**src/rtl/rom_stream_reader.sv**
```systemverilog
// Burst reader for the synchronous 16x4 ROM: issues sequential reads and re-times the data into a valid/ready stream.
// Optional running XOR of delivered beats on 'checksum' when ROM_STREAM_READER_CHECKSUM_EN is defined.
module rom_stream_reader #(
    parameter int AW = 4,
    parameter int DW = 4,
    parameter int LW = 5
) (
    input  logic          clk,
    input  logic          rst,
    input  logic          start,
    input  logic [AW-1:0] start_addr,
    input  logic [LW-1:0] length,
    output logic          busy,
    output logic          done,
    output logic          rom_en,
    output logic [AW-1:0] rom_addr,
    input  logic [DW-1:0] rom_dout,
    output logic [DW-1:0] m_data,
    output logic          m_valid,
    input  logic          m_ready
`ifdef ROM_STREAM_READER_CHECKSUM_EN
    ,
    output logic [DW-1:0] checksum
`endif
);

    typedef enum logic [1:0] {
        IDLE,
        ISSUE,
        DRAIN,
        FIN
    } state_t;

    state_t state;
    state_t next_state;

    logic [AW-1:0] cur_addr;
    logic [LW-1:0] remaining;

    // track[0] mirrors rom_en (ROM samples next edge); track[1] means rom_dout is valid now
    logic [1:0]    track;
    logic [1:0]    inflight;
    logic [3:0]    occupancy;

    logic [DW-1:0] fifo_mem [4];
    logic [1:0]    wr_ptr;
    logic [1:0]    rd_ptr;
    logic [2:0]    fifo_count;

    logic          push;
    logic          pop;
    logic          issue;
    logic          accept;

    always_comb begin
        inflight  = {1'b0, track[0]} + {1'b0, track[1]};
        occupancy = {1'b0, fifo_count} + {2'b00, inflight};
        push      = track[1];
        m_valid   = (fifo_count != 3'd0);
        m_data    = fifo_mem[rd_ptr];
        pop       = m_valid & m_ready;
    end

    always_ff @(posedge clk) begin
        if (rst) begin
            state <= IDLE;
        end else begin
            state <= next_state;
        end
    end

    always_comb begin
        next_state = state;
        issue      = 1'b0;
        accept     = 1'b0;
        done       = 1'b0;
        busy       = 1'b1;
        case (state)
            IDLE: begin
                busy = 1'b0;
                if (start) begin
                    accept     = 1'b1;
                    next_state = (length == '0) ? FIN : ISSUE;
                end
            end
            ISSUE: begin
                // Never let buffered plus in-flight words exceed the 4-entry buffer
                if (occupancy < 4'd4) begin
                    issue = 1'b1;
                    if (remaining == LW'(1)) begin
                        next_state = DRAIN;
                    end
                end
            end
            DRAIN: begin
                // Look ahead at the final pop so done follows the last beat by one cycle
                if (inflight == 2'd0 &&
                    (fifo_count == 3'd0 || (fifo_count == 3'd1 && pop))) begin
                    next_state = FIN;
                end
            end
            FIN: begin
                done       = 1'b1;
                next_state = IDLE;
            end
            default: begin
                next_state = IDLE;
            end
        endcase
    end

    always_ff @(posedge clk) begin
        if (rst) begin
            cur_addr  <= '0;
            remaining <= '0;
            rom_en    <= 1'b0;
            rom_addr  <= '0;
            track     <= 2'b00;
        end else begin
            rom_en <= issue;
            track  <= {track[0], issue};
            if (accept) begin
                cur_addr  <= start_addr;
                remaining <= length;
            end else if (issue) begin
                rom_addr  <= cur_addr;
                cur_addr  <= cur_addr + AW'(1);
                remaining <= remaining - LW'(1);
            end
        end
    end

    always_ff @(posedge clk) begin
        if (rst) begin
            wr_ptr     <= 2'd0;
            rd_ptr     <= 2'd0;
            fifo_count <= 3'd0;
            for (int i = 0; i < 4; i++) begin
                fifo_mem[i] <= '0;
            end
        end else begin
            if (push) begin
                fifo_mem[wr_ptr] <= rom_dout;
                wr_ptr           <= wr_ptr + 2'd1;
            end
            if (pop) begin
                rd_ptr <= rd_ptr + 2'd1;
            end
            case ({push, pop})
                2'b10:   fifo_count <= fifo_count + 3'd1;
                2'b01:   fifo_count <= fifo_count - 3'd1;
                default: fifo_count <= fifo_count;
            endcase
        end
    end

`ifdef ROM_STREAM_READER_CHECKSUM_EN
    always_ff @(posedge clk) begin
        if (rst) begin
            checksum <= '0;
        end else if (accept) begin
            checksum <= '0;
        end else if (pop) begin
            checksum <= checksum ^ m_data;
        end
    end
`endif

endmodule
```
**config.mk**
```make
export PLATFORM = sky130hd
export DESIGN_NAME = rom_stream_reader
export DESIGN_NICKNAME = d
export VERILOG_FILES = /design/src/rtl/rom_stream_reader.sv
export SDC_FILE = /design/constraint.sdc
export NUM_CORES = 1
export LEC_CHECK = 0
export ABC_AREA = 1
export CORE_ASPECT_RATIO = 0.6
export CORE_UTILIZATION = 55
export CTS_BUF_LIST = sky130_fd_sc_hd__clkbuf_8
export DETAILED_ROUTE_END_ITERATION = 10
export DONT_BUFFER_PORTS = 1
export MAX_ROUTING_LAYER = met4
export PLACE_DENSITY = 0.7
export SLEW_MARGIN = 30
export SYNTH_ARGS = -nofsm -noshare
export SYNTH_HDL_FRONTEND = slang
export SYNTH_SLANG_ARGS = --single-unit
export TNS_END_PERCENT = 30
```
**constraint.sdc**
```tcl
create_clock -name clk -period 5.03 [get_ports clk]
set_input_delay 1.006 -clock clk [delete_from_list [all_inputs] [get_ports clk]]
set_output_delay 1.006 -clock clk [all_outputs]
set_load 0.1 [all_outputs]
```
### After elaboration in Yosys (flattened, before gate mapping)

Memory sizes are Yosys's and may differ from the RTL's. A register that Yosys moved wholly into a read port is not among the register bits.
Cells that the tools add are included.

* register bits after elaboration: 25
* RAM bits: 16
* bits of input ports: 17
* output and inout port bits: 12
* word-level logic and storage cells: 72
* memories kept: 1

* $add $sub $neg: 8
* order comparisons: 1
* equality and inequality tests: 11
* muxes and demuxes: 27
* bitwise operators: 2
* reduce and logical (&&, ||, !) cells: 13

Memories
* fifo_mem: words 4, bits a word 4, read ports 1, clocked after memory_dff 1, wr ports 4, line 45 `logic [DW-1:0] fifo_mem [4];`

Operator list (count)
* 2-bit two-way mux: 8
* 1-bit two-way mux: 12
* 4-bit two-way mux: 3
* 5-bit two-way mux: 2
* 2-bit inequality test (second input constant): 4
* 2-bit one-hot mux with 4 select lines: 1
* 2-bit equality test (second input constant): 3
* 3-bit one-hot mux with 2 select lines: 1
* 5-bit by 1-bit equality test with 1-bit output (second input constant): 1
* 5-bit zero test: 1
* 5-bit by 1-bit subtractor with 5-bit output (second input constant): 1
* 2-bit by 1-bit adder with 2-bit output (second input constant): 2
* 3-bit by 2-bit adder with 4-bit output: 1
* 4-bit by 1-bit adder with 4-bit output (second input constant): 1
* 2-bit by 1-bit equality test with 1-bit output (second input constant): 2
* 2-bit zero test: 2
* 4-bit by 3-bit less-than comparator with 1-bit output (second input constant): 1
* 4-bit AND reduction: 1
* 2-bit nonzero test: 2
* 4-bit OR reduction: 1
* 3-bit by 1-bit adder with 3-bit output (second input constant): 1
* 3-bit by 1-bit equality test with 1-bit output (second input constant): 1
* 3-bit zero test: 1
* 3-bit nonzero test: 1
* other kinds (7): 8

### Depth between registers and ports, before layout

* word-level depth: 7
* depth in mapped cells: 11
* mapped depth without buffers: 11

### Least setup slack after synthesis

Ideal clock, no wire load.

* path type: register to output
* from: reg with a tool-made name
* to: out m_data[0]
* arrival time: 2121 ps
* required time: 4024 ps
* path slack: 1903 ps
* cell stages (with the launch flop): 5
* path buffers: 1
* cells stage by stage: dfxtp_1 > buf_2 > inv_1 > o21ai_0 > o22ai_1

RTL lines
* end, declared: line 18 `output logic [DW-1:0] m_data,`

### Final worst setup path

* from: reg fifo_count[0]
* to: out m_valid

* word-level cells in the longest chain between the ends: 1

Ends and longest elaborated chain
* start, declared: line 48 `logic [2:0] fifo_count;`
* start signal, assigned: line 150 `2'b10: fifo_count <= fifo_count + 3'd1;`
* start signal, assigned: line 151 `2'b01: fifo_count <= fifo_count - 3'd1;`
* start signal, assigned: line 152 `default: fifo_count <= fifo_count;`
* 3-bit nonzero test: line 59 `m_valid = (fifo_count != 3'd0);`
* end, declared: line 19 `output logic m_valid,`

No other way between the ends.

==> flow_summary.ini <==
[layout]
final_nets = 299
drive_gt1_frac = 0.101
n_antenna_cell = 0
utilization = 0.627
layout_common_cells = nor2_1, nand2_1, inv_1, dfxtp_1, o21ai_0
layout_commonest_cell = nor2_1
fill_cells = 326
fin_area_mm2 = 0.00233
final_cells = 314
area_growth_syn_to_layout_pct = 7.67

[timing]
fin_crit_ps = 2750
setup_viol = 0
fin_ws_ps = 2280
rsz0062_at_grt = false
max_freq_mhz = 363
hold_viol = 0
drv_slew = 0
setup-tns-final_ps = 0
tightestPinTransition_ps = 1010
min_period_over_period = 0.547
slew_headroom = 0.324
skew_ps = 10.8
fin_hold_ws_ps = 463

[yosys]
synth_cell_type_count = 27
yosysWarnings = 0
synthAdderAreaFrac = 0.0923
ys_ff_latch = 42
synth_xor_area_frac = 0.0283
syn_area_per_cell_um2 = 8.21
syn_inst = 264
synth_top_family_by_area = simple AND/OR/NAND/NOR gates
synthSimpleGateAreaFrac = 0.222
muxShareOfSynthArea = 0
synth_compound_gate_area_share = 0.119
synth_nets = 297
synth-seq-area-share = 0.462
syn_area_mm2 = 0.00217

[status]
status = complete, no violations

[route]
wire_per_inst_um = 13.2
drcViolationCount = 0
wl_um = 4140
ant_nets = 0
firstDrtPassIters = 4
vias_per_cell = 5.18
dr.first_iter.drc_count = 89
vias = 1626

[clock_network]
cts.clk_slew.worst_paths_ps = 90
cts_buffer_depth = 2
cts_resized = 0
cts_buffers = 5
cts_tree = done
post-cts-setup-buffers = 0
cts_root_buf = clkbuf_8
h-tree-depth = 2
cts_sinks = 42
clk_latency_ps = 300
ctsHoldBuffers = 0

[placement]
placed_area_mm2 = 0.00224
port_buffers = 0
hpwl_um = 3150
place_congestion = 0.794
pre_cts_ws_ps = 2600
placed_cells = 306

[power_and_ir_drop]
total_power_mw = 1.51
p_per_area_mw_per_mm2 = 647
leakagePower_nw = 0.997
irDropWorstVdd_uv = 377

[floorplan]
rows = 17
die_area_mm2 = 0.00421
die_w_um = 83.1
die_h_um = 50.6
start_util = 0.583
io_pins = 29
core-area_mm2 = 0.00372

[setup_path]
crit_type = flip-flop to output port
crit_slowest_cell = nand2_1
critPathLaunchType = flip-flop
cp.required_ps = 4020
path_cells = inv_1 > ha_1 > nand2_1
worst-path-max-fanout = 4
crit_arrival_ps = 1750
critPathTopFamily = simple AND/OR/NAND/NOR gates
cp.buffers_inverters = 1
cp-end-kind = output port
slowest_delay_ps = 690

[hold_path]
hp-class = flip-flop to flip-flop

[global_route]
track_usage = 0.222
grt_pass1_vias = 1461
grt_pass1_wl_um = 6950
antenna_found_initial = 0
grt_start_max_net_pins = 16
grt-ovfl-total = 0

[flow_run]
cap_violations = 0
[Yosys cell counts]
library cell,n,share of area
nand2_4,2,0.010
a21boi_4,1,0.0087
xnor2_1,2,0.0081
inv_2,3,0.0052
nand3_2,1,0.0046
ha_1,16,0.092
o21ai_0,20,0.046
buf_2,2,0.0046
buf_6,1,0.0052
nor2_1,46,0.080
xor2_1,5,0.020
buf_8,1,0.0069
a21oi_1,16,0.037
dfxtp_1,26,0.24
inv_1,29,0.050
edfxtp_1,16,0.22
nor3_1,5,0.012
or2_2,1,0.0029
inv_4,1,0.0029
clkbuf_1,1,0.0017
nand2_2,2,0.0058
nand2_1,45,0.078
a21oi_2,1,0.0040
o22ai_1,4,0.012
nand3_1,9,0.021
nor2_2,3,0.0087
o21ai_1,5,0.012
[report_power, final]
part / total (mW) / switching [mW] / internal [mW]
combinational: 0.684 / 0.494 / 0.190
sequential: 0.601 / 0.174 / 0.427
clock: 0.225 / 0.126 / 0.0993
total: 1.51 / 0.795 / 0.716
[final cells by class]
type	count	area, um2	area share
multi-input cells	184	1060	0.452
clock buffers	5	68.8	0.0295
clock inverters	3	23.8	0.0102
inverters	33	126	0.0541
flip-flops and latches	42	1000	0.429
well taps	47	58.8	0.0252
[layer usage]
layer  wire length [um]  vias to the layer above  global-route usage
li1                   -                      853                   -
met1               2260                      727               0.339
met2               1530                       41               0.287
met3                313                        5              0.0576
met4                 34                        0              0.0517
met5                  0                        -                   -
[tightest hold or removal path, delay by kind of cell, from the launching register on]
family,cells,cell delay (ps)
flip-flops,1,320
AND/OR/NAND/NOR,1,60
AO/OA/AOI/OAI,1,50
[cells by family (layout without fill, tap and decap cells)]
kind of cell,Yosys count,after routing
buffers and inverters,38,41
AOI/OAI and AO/OA,47,47
xor gates and xnor gates,7,7
DFF,42,42
adders and majority gates,16,16
and+or+nand+nor,114,114
[registers in the layout, indices dropped and copies added (netlist names), named ones only]
register	cells
remaining	5
cur_addr	4
fifo_count	3
rd_ptr	2
rom_addr	4
state	2
track	2
fifo_mem	16
wr_ptr	2
[path summary, 6_finish.rpt]
path | startpoint | endpoint | slack [ps] | cells past startpoint
hold reg to reg | remaining[1] | remaining[1] | 460 | 2
hold / removal | remaining[1] | remaining[1] | 460 | 2
setup reg to reg | track[0] | rom_addr[1] | 2700 | 8
setup / recovery | fifo_count[0] | m_valid | 2280 | 3
No activity file was read; power rests on OpenSTA's default activity.
